## config.mk

```make
export PLATFORM = sky130hd
export DESIGN_NAME = muldiv_seq
export DESIGN_NICKNAME = d
export VERILOG_FILES = /design/src/rtl/muldiv_seq.sv
export SDC_FILE = /design/constraint.sdc
export NUM_CORES = 1
export LEC_CHECK = 0
export ABC_CLOCK_PERIOD_IN_PS = 5700
export CORE_ASPECT_RATIO = 1.75
export CORE_MARGIN = 4
export CORE_UTILIZATION = 55
export DETAILED_ROUTE_END_ITERATION = 7
export MAX_ROUTING_LAYER = met4
export PLACE_DENSITY = 0.79
export SLEW_MARGIN = 25
export SYNTH_ARGS = -nofsm -noshare
export SYNTH_HDL_FRONTEND = slang
export SYNTH_SLANG_ARGS = --single-unit
```

## constraint.sdc

```tcl
create_clock -name clk_i -period 5.7 [get_ports clk_i]
set_input_delay 1.14 -clock clk_i [delete_from_list [all_inputs] [get_ports clk_i]]
set_output_delay 1.14 -clock clk_i [all_outputs]
set_load 0.005 [all_outputs]
```

## src/rtl/muldiv_seq.sv

```systemverilog
// Iterative RV32M multiply/divide sequencer: shift-add MUL, restoring DIV, one shared adder.
// Optional MULDIV_EARLY_OUT_EN: divide-by-zero, signed overflow and zero multiplies finish at capture.
module muldiv_seq #(
    parameter int WIDTH = 32
) (
    input  logic             clk_i,
    input  logic             rst_i,
    input  logic             start_i,
    input  logic [2:0]       f3_i,
    input  logic [WIDTH-1:0] rs1_i,
    input  logic [WIDTH-1:0] rs2_i,
    input  logic             flush_i,
    output logic             busy_o,
    output logic             stall_o,
    output logic             done_o,
    output logic [WIDTH-1:0] result_o,
    output logic [1:0]       state_o
);
    // Handshake: start_i is accepted only in IDLE (stall_o high that cycle); done_o pulses
    // for one cycle with result_o valid, and result_o then holds until the next accepted op.
    localparam int CW = $clog2(WIDTH);

    typedef enum logic [1:0] {IDLE = 2'd0, CALC = 2'd1, FIX = 2'd2, DONE = 2'd3} state_t;

    state_t              state_q;
    logic [2:0]          op_q;
    logic                neg_q;
    logic [WIDTH-1:0]    opb_q;
    logic [2*WIDTH-1:0]  acc_q;
    logic [CW-1:0]       cnt_q;

    logic                sa, sb, a_neg, b_neg, b_zero, cap_neg;
    logic [WIDTH-1:0]    a_abs, b_abs;
    logic                is_div;
    logic [WIDTH:0]      shifted, add_x, add_y, sum;
    logic [2*WIDTH-1:0]  fix_src, fix_val;
    logic [WIDTH-1:0]    fix_res;

    // Operand conditioning at capture: magnitudes plus the sign to restore in FIX.
    always_comb begin
        sa      = f3_i[2] ? ~f3_i[0] : (f3_i != 3'b011);
        sb      = f3_i[2] ? ~f3_i[0] : ~f3_i[1];
        a_neg   = sa & rs1_i[WIDTH-1];
        b_neg   = sb & rs2_i[WIDTH-1];
        a_abs   = a_neg ? -rs1_i : rs1_i;
        b_abs   = b_neg ? -rs2_i : rs2_i;
        b_zero  = (rs2_i == '0);
        // A zero divisor must yield an all-ones quotient, so its sign is never applied.
        cap_neg = f3_i[2] ? (f3_i[1] ? a_neg : ((a_neg ^ b_neg) & ~b_zero)) : (a_neg ^ b_neg);
    end

    // Shared WIDTH+1 adder: add multiplicand for MUL, subtract divisor for DIV.
    always_comb begin
        is_div  = op_q[2];
        shifted = {acc_q[2*WIDTH-1:WIDTH], acc_q[WIDTH-1]};
        add_x   = is_div ? shifted : {1'b0, acc_q[2*WIDTH-1:WIDTH]};
        add_y   = is_div ? ~{1'b0, opb_q} : (acc_q[0] ? {1'b0, opb_q} : '0);
        sum     = add_x + add_y + (WIDTH+1)'(is_div);
    end

    always_comb begin
        fix_src = is_div ? {{WIDTH{1'b0}}, (op_q[1] ? acc_q[2*WIDTH-1:WIDTH] : acc_q[WIDTH-1:0])}
                         : acc_q;
        fix_val = neg_q ? -fix_src : fix_src;
        fix_res = (is_div || op_q[1:0] == 2'b00) ? fix_val[WIDTH-1:0]
                                                 : fix_val[2*WIDTH-1:WIDTH];
    end

`ifdef MULDIV_EARLY_OUT_EN
    logic             early_hit;
    logic [WIDTH-1:0] early_res;

    always_comb begin
        early_hit = 1'b0;
        early_res = '0;
        if (f3_i[2]) begin
            if (b_zero) begin
                early_hit = 1'b1;
                early_res = f3_i[1] ? rs1_i : '1;
            end else if (!f3_i[0] && rs1_i == {1'b1, {(WIDTH-1){1'b0}}} && (&rs2_i)) begin
                early_hit = 1'b1;
                early_res = f3_i[1] ? '0 : rs1_i;
            end
        end else if (rs1_i == '0 || b_zero) begin
            early_hit = 1'b1;
        end
    end
`endif

    always_ff @(posedge clk_i or posedge rst_i) begin
        if (rst_i) begin
            state_q  <= IDLE;
            op_q     <= '0;
            neg_q    <= 1'b0;
            opb_q    <= '0;
            acc_q    <= '0;
            cnt_q    <= '0;
            done_o   <= 1'b0;
            result_o <= '0;
        end else begin
            case (state_q)
                IDLE: begin
                    if (start_i && !flush_i) begin
                        op_q  <= f3_i;
                        neg_q <= cap_neg;
                        cnt_q <= '0;
                        opb_q <= f3_i[2] ? b_abs : a_abs;
                        acc_q <= {{WIDTH{1'b0}}, (f3_i[2] ? a_abs : b_abs)};
`ifdef MULDIV_EARLY_OUT_EN
                        if (early_hit) begin
                            state_q  <= DONE;
                            done_o   <= 1'b1;
                            result_o <= early_res;
                        end else begin
                            state_q <= CALC;
                        end
`else
                        state_q <= CALC;
`endif
                    end
                end
                CALC: begin
                    if (flush_i) begin
                        state_q <= IDLE;
                    end else begin
                        // DIV: sum[WIDTH] set means the trial subtraction went negative; restore.
                        if (is_div)
                            acc_q <= sum[WIDTH] ? {shifted[WIDTH-1:0], acc_q[WIDTH-2:0], 1'b0}
                                                : {sum[WIDTH-1:0], acc_q[WIDTH-2:0], 1'b1};
                        else
                            acc_q <= {sum, acc_q[WIDTH-1:1]};
                        cnt_q <= cnt_q + CW'(1);
                        if (cnt_q == CW'(WIDTH-1))
                            state_q <= FIX;
                    end
                end
                FIX: begin
                    if (flush_i) begin
                        state_q <= IDLE;
                    end else begin
                        result_o <= fix_res;
                        done_o   <= 1'b1;
                        state_q  <= DONE;
                    end
                end
                DONE: begin
                    done_o  <= 1'b0;
                    state_q <= IDLE;
                end
                default: state_q <= IDLE;
            endcase
        end
    end

    assign busy_o  = (state_q == CALC) || (state_q == FIX);
    assign stall_o = (start_i && state_q == IDLE) || busy_o;
    assign state_o = state_q;

endmodule
```

# --- After elaboration in Yosys (flattened, before gate mapping) ---
# Index checks and enable logic that the tools add are counted.
# W data, S select, Z words.
op_classes:
  addsub: 6
  eq_ne: 9
  n_mux: 30
  bitwise_logic: 9
  n_reduce_logical: 16
op_table:
  columns: ["cell", "count"]
  rows:
  - ["$mux W64", 6]
  - ["$mux W32", 7]
  - ["$pmux W64 S2", 1]
  - ["$mux W33", 2]
  - ["$neg A32 Y32", 2]
  - ["$neg A64 Y64", 1]
  - ["$add A33 B1 Y33", 1]
  - ["$add A33 B33 Y33", 1]
  - ["$not A32 Y33", 1]
  - ["$logic_not A32 Y1", 1]
  - ["$mux W5", 2]
  - ["$pmux W5 S2", 1]
  - ["$mux W2", 4]
  - ["$pmux W2 S4", 1]
  - ["$reduce_and A2 Y1", 4]
  - ["$ne A2 B2 Y1 const B", 3]
  - ["$add A5 B1 Y5 const B", 1]
  - ["$eq A5 B5 Y1 const B", 1]
  - ["$mux W1", 5]
  - ["$eq A2 B2 Y1 const B", 2]
  - ["$logic_not A2 Y1", 2]
  - ["$not A1 Y1", 4]
  - ["$reduce_bool A2 Y1", 2]
  - ["$and A1 B1 Y1", 3]
  - ["other kinds (9)", 12]
word_totals:
  reg_bits: 140
  input_bits: 71
  output_inout_bits: 37

# --- Longest topological paths before layout ---
# Gate-level depths: netlist of the first run.
logic_depth:
  ltp_word: 8
  ltp_mapped: 23

# --- Worst setup path before layout of the first run ---
# Ideal clock, no wire load.
synth_path:
  kind: "register -> register"
  from: "reg op_q[2]"
  to: "reg acc_q[63]"
  setup_ps: 126
  t_arrival_ps: 5176
  t_required_ps: 5574
  setup_slack_ps: 398
  path_stages_with_launch: 23
  n_path_buf: 10
  path_cell_list: "dfrtp_1 buf_6 buf_6 clkbuf_1 buf_2 buf_2 clkbuf_1 buf_2 buf_1 buf_2 mux2_2 fa_1 inv_1 fa_1 nand2b_1 a21oi_1 o21a_1 o211ai_1 nand3_1 nand2_1 clkbuf_1 nor2_1 a221o_1"
synth_between:
  elab_chain_cells: 7
  word_cells_on_any_way: 8
  cone_classes: "2 x add/sub; 6 x mux"
synth_lines:
  columns: ["item", "line_no", "rtl"]
  rows:
  - ["start, declared", "26", "logic [2:0] op_q;"]
  - ["start signal, assigned", "104", "op_q <= f3_i;"]
  - ["$mux W33, on equally long branches", "56, 57", null]
  - ["$add A33 B33 Y33", "58", "sum = add_x + add_y + (WIDTH+1)'(is_div);"]
  - ["$add A33 B1 Y33", "58", null]
  - ["$mux W64", "128", "acc_q <= sum[WIDTH] ? {shifted[WIDTH-1:0], acc_q[WIDTH-2:0], 1'b0}"]
  - ["$mux W64 (*)", "127", "if (is_div)"]
  - ["$mux W64 (*)", "123", "if (flush_i) begin"]
  - ["$pmux W64 S2 (*)", "101", "case (state_q)"]
  - ["end signal, assigned", "108", "acc_q <= {{WIDTH{1'b0}}, (f3_i[2] ? a_abs : b_abs)};"]
  - ["end signal, assigned", "128", null]
  - ["end signal, assigned", "131", "acc_q <= {sum, acc_q[WIDTH-1:1]};"]
  - ["end, declared", "29", "logic [2*WIDTH-1:0] acc_q;"]
# Every way passes the cells marked *; elsewhere a longest branch is shown, timed or not. The select of a mux whose other input is x is not followed.
# A chain may end at the register's enable or synchronous reset.

# --- Final worst setup path of the first run ---
layout_path:
  from: "reg op_q[2]"
  to: "reg acc_q[62]"
# The elaborated chain is that of the path after synthesis.

==> results.txt, run 1 <==
final setup violation count = 0
GRT Overall Usage = 0.401
Max Cap Viol = 0
number of global-route vias before repair = 14600
post-layout util = 0.635
die height = 218 um
WP data arrival = 5300 ps
Async S/R FF share, synth = 1.00
VDD IR max = 0.320 mV
vias per cell = 6.72
syn_nets = 1959
clk root buf = clkbuf_16
status = finished clean
routing usage on met2 = 0.693
Cell Area, Synth = 0.0139 sq mm
Startpoint Class = register
hold endpoint = result_o[29]
Setup Crit Path Kind = reg -> reg
reg-to-reg startpoint = op_q[2]
Congestion Overflow GR = 0
path depth of the worst reg2reg path = 11
cts bufs inserted = 17
Die ar. = 0.0280 sq mm
post-CTS resize count = 0
later-pin clock latency in the skew report = 460 ps
worst hold stages = 2
met3 usage = 0.0785
# Post-CTS Setup Buffers = 0
nets = 1967
Synth Area per Inst = 7.54 sq um
I/O Pins = 108
1st-iter DRT viols = 1468
yosys warns = 0
Least-Margin Pin Slew = 1010 ps
core area = 0.0247 sq mm
dpl hpwl = 42100 um
relative slew slack = 0.327
endpoint type of the worst setup path = register
R2R Setup Slk = 740 ps
CP max FO = 58
Synth Register Bits = 140
Core Rows = 76
Pwr per Cell Area = 593 mW/mm^2
Post-synth EDFFs = 0
FF-to-FF End = acc_q[62]
initial antenna violation count = 5
GR peak layer = met2
# hold bufs at CTS = 0
Residual DRC = 0
top_reg_cell synth = dfrtp_1
Global Route met1 Usage = 0.393
pin count of the biggest net entering global routing = 78
mean routed wirelength per cell = 24.9 um
htree depth = 4
vias after detailed routing = 14700
CTS tree = done
Max Slew Vio Count = 0
WL final = 54500 um
Final Hold Vio Count = 0
1st-pass router iterations = 5
RSZ-0062 raised after global routing = no
post-route minimum period = 4960 ps
area delta synth->final = 13.0%
fmax = 0.202 GHz
Clock transition at path regs = 60 ps
Leak = 6.49 nW
first-pass GRT wire length = 82800 um
CTS Sinks = 140
Hold Crit Class = reg -> reg
setup TNS = 0 ps
Yosys cell types = 78
hold_sp = result_o[29]
Worst EP required = 6050 ps
IO buf count = 107
Die Span X = 128 um
fraction of layout cells with a size suffix above 1 = 0.0772
sequential fraction of the synthesis area = 0.252
Post-Route Skew = 9.19 ps
Initial Utilization = 0.562
Routability Congestion = 1.02
Max Root-Sink Buffers = 2
Post-Syn Instances = 1845
period utilization = 0.869
Routed Antenna Nets = 0
## registers in the layout, indices dropped and copies added, names as in the netlist
| register | count |
|---|---|
| cnt_q | 5 |
| op_q | 3 |
| result_o | 32 |
| neg_q | 1 |
| acc_q | 64 |
| done_o | 1 |
| opb_q | 32 |
| state_o | 2 |
## power by group
part | switching (mW) | internal (mW)
registers | 0.762 | 1.38
clock network | 0.477 | 0.756
logic | 3.64 | 2.30
## cells in the final DEF (no fill, tap or decap), drive strengths merged, types with 25 or more instances in the layout
| cell | instances |
|---|---|
| nor3 | 42 |
| mux2 | 51 |
| mux2i | 56 |
| clkdlybuf4s50 | 106 |
| a21oi | 142 |
| ha | 41 |
| buf | 38 |
| o31ai | 26 |
| a211oi | 42 |
| dfrtp | 140 |
| nand2 | 235 |
| nor2 | 145 |
| xnor2 | 76 |
| a31oi | 25 |
| xor2 | 72 |
| nand3 | 37 |
| inv | 31 |
| o21ai | 234 |
## cell type report
type | count | area [sq um]
Fill cell | 2214 | 9020
Sequential cell | 140 | 3510
Tap cell | 312 | 390
Timing Repair Buffer | 144 | 1350
Multi-Input combinational cell | 1518 | 9680
Inverter | 32 | 125
Clock inverter | 13 | 190
Clock buffer | 19 | 453
Antenna cell | 6 | 15.0
## worst max path at each step
stage	startpoint	to	slack, ps	depth (start not counted)
CTS	op_q[2]	acc_q[62]	820	11
detailed placement	op_q[2]	acc_q[62]	820	11
global placement	op_q[2]	acc_q[62]	900	11
floorplan	op_q[2]	acc_q[63]	400	22
finish	op_q[2]	acc_q[62]	740	11
global route	op_q[2]	acc_q[62]	530	11
## per-stage QoR
| stage | worst slack (ps) | instance area (sq um) | power (mW) | std cells | hold WS, ps |
|---|---|---|---|---|---|
| after floorplan | 398 | 13900 | 5.96 | 1845 | 445 |
| after global placement | 896 | 15000 | 7.78 | 2146 | 459 |
| after detailed placement | 821 | 15000 | 7.84 | 2146 | 468 |
| after CTS | 820 | 15700 | 9.09 | 2178 | 482 |
| after global routing | 533 | 15700 | 9.89 | 2184 | 509 |
| final | 744 | 15700 | 9.31 | 2184 | 476 |
## cell usage after synthesis, types with 26 or more instances
library cell | count | area share
a211oi_1 | 41 | 0.022
a21oi_1 | 142 | 0.051
clkbuf_1 | 128 | 0.035
dfrtp_1 | 140 | 0.25
ha_1 | 41 | 0.037
inv_1 | 30 | 0.0081
mux2_2 | 51 | 0.041
mux2i_1 | 56 | 0.040
nand2_1 | 234 | 0.063
nand3_1 | 37 | 0.013
nor2_1 | 145 | 0.039
nor3_1 | 42 | 0.015
o21ai_0 | 231 | 0.083
o31ai_1 | 26 | 0.014
xnor2_1 | 76 | 0.048
xor2_1 | 72 | 0.045
## metal layers
layer	part of all wire	routed length (um)
met5	0	0
met4	0.088	4790
met3	0.069	3770
met2	0.51	27700
met1	0.33	18200
## logic make-up (layout without fill, tap and decap cells)
family          after synthesis  count (layout)  share of synthesized area
other cells                   0               6                          0
fa+ha+maj                    43              43                     0.0398
mux                         107             107                     0.0816
compound gates              638             638                      0.285
simple gates                582             582                      0.195
flops                       140             140                      0.252
buf+inv                     187             208                     0.0536
xor+xnor                    148             148                     0.0932
## critical path: stages (launching register included)
cell and delay [ps]:
dfrtp_4 680, buf_4 600, mux2_2 420, ha_1 310, a211oi_1 460, nor4_1 190
o21ai_0 410, a21oi_1 240, a221oi_1 520, and4b_1 260, a311o_1 370, a221o_1 340
No activity file was read; power rests on OpenSTA's default activity.
==> inputs of run 2 (changes only) <==
ABC_CLOCK_PERIOD_IN_PS = 4500   (was 5700)
CORE_MARGIN = unset   (was 4)
clock period = 4.5 ns   (was 5.7 ns; I/O delays follow)
==> results.txt, run 2 (same netlist as run 1, synthesis figures left out) <==
RSZ-0062 raised after global routing = no
1st-iter DRT viols = 1263
fraction of layout cells with a size suffix above 1 = 0.0996
GRT Overall Usage = 0.453
reg-to-reg startpoint = op_q[2]
hold_sp = result_o[24]
total power = 12.2 mW
final setup violation count = 0
Routed Antenna Nets = 0
Hold Crit Class = reg -> reg
Sequential cell area = 0.00351 sq mm
period utilization = 0.928
clk root buf = clkbuf_16
Pwr per Cell Area = 755 mW/mm^2
vias per cell = 6.69
commonest non-fill, non-tap cells in the layout = nand2_1, o21ai_0, nor2_1
initial antenna violation count = 4
Core Rows = 76
Regs by FF count = acc_q (64), opb_q (32), result_o (32)
Leak = 6.73 nW
dpl hpwl = 41400 um
die height = 212 um
CP max FO = 74
hold endpoint = result_o[24]
mean routed wirelength per cell = 24.6 um
WL final = 54700 um
Non-Filler Instances = 2224
Clock transition at path regs = 70 ps
endpoint type of the worst setup path = register
Max Root-Sink Buffers = 2
FF-to-FF End = acc_q[44]
IO buf count = 107
Final Hold Vio Count = 0
Biggest register = acc_q
1st-pass router iterations = 6
CTS Sinks = 140
Routability Congestion = 1.02
Least-Margin Pin Slew = 1050 ps
Fillers = 2267
Setup Crit Path Kind = reg -> reg
Startpoint Class = register
nets = 2008
later-pin clock latency in the skew report = 470 ps
area occupied by multi-input gates = 0.00971 sq mm
Residual DRC = 0
Die ar. = 0.0259 sq mm
htree depth = 4
Die Span X = 122 um
vias after detailed routing = 14900
relative slew slack = 0.300
VDD IR max = 0.402 mV
Post-Route Skew = 18.3 ps
commonest non-fill, non-tap cell in the layout = nand2_1
WP data arrival = 4530 ps
DP Cell Count = 2186
status = finished clean
first-pass GRT wire length = 83600 um
Congestion Overflow GR = 0
Initial Utilization = 0.562
Worst EP required = 4850 ps
path depth of the worst reg2reg path = 13
R2R Setup Slk = 320 ps
Largest register FFs = 64
cts bufs inserted = 17
Max Slew Vio Count = 0
# hold bufs at CTS = 0
I/O Pins = 108
core area = 0.0247 sq mm
post-route minimum period = 4180 ps
CTS tree = done
pin count of the biggest net entering global routing = 141
fmax = 0.239 GHz
worst hold stages = 2
area delta synth->final = 15.7%
crit path from = op_q[2]
Max Cap Viol = 0
number of global-route vias before repair = 14400
[run 2: cell types whose count changed in the layout (fill, tap and decap cells not counted), moves of 2 or more]
cell | previous run | this run
nor3_1 | 42 | 40
buf_4 | 38 | 74
clkinv_4 | 3 | 0
buf_12 | 0 | 4
nor3_2 | 0 | 2
[run 2: per-layer routing]
layer,track usage,vias to the layer above,wire length [um]
li1,-,6824,-
met3,0.120,300,4010
met1,0.445,6949,18600
met2,0.731,796,26700
met4,0.396,0,5460
met5,-,-,0
[run 2: timing repair]
item	CTS	global route
endpoints found under the setup margin	0	5
buffers inserted	0	0
resized for setup	0	2
[run 2: how the worst max path moves through the flow]
stage	end	cells past startpoint	slack, ps
floorplan	acc_q[63]	22	-30
CTS	acc_q[56]	15	300
global placement	acc_q[26]	9	310
global route	result_o[4]	13	100
detailed placement	acc_q[26]	9	290
finish	acc_q[44]	13	320
[run 2: worst max-delay path, stage by stage (launching register included)]
cell and delay [ps]:
dfrtp_4 470, buf_12 310, buf_4 310, mux2_2 390, ha_1 400, o21ai_0 160
o211ai_1 190, a21oi_1 160, o22ai_1 480, nor3_2 110, buf_4 200, nor2_2 460
o211ai_1 160, a22o_1 200
[run 2: cell type report]
cell class                 instances  share of cell area
inverter                          32             0.00770
timing repair buffer             185               0.106
clock inverter                    12              0.0114
tap                              312              0.0243
clock buffer                      20              0.0284
antenna                            5            0.000778
multi-input combinational       1518               0.604
sequential                       140               0.218
[run 2: power breakdown]
group	switching [mW]	total, mW	internal (mW)
clock network	0.627	1.59	0.963
registers	0.782	2.53	1.75
logic	4.95	8.04	3.09
[run 2: metrics by stage]
stage	setup TNS (ps)	utilization	area, sq um	hold WS, ps	worst slack, ps
2_1_floorplan	-35.4	-	14000	445	-31.6
3_3_place_gp	0	0.623	15400	459	313
3_5_place_dp	0	0.623	15400	467	288
4_1_cts	0	0.649	16000	482	300
5_1_grt	0	0.651	16100	505	101
6_report	0	0.651	16100	475	322
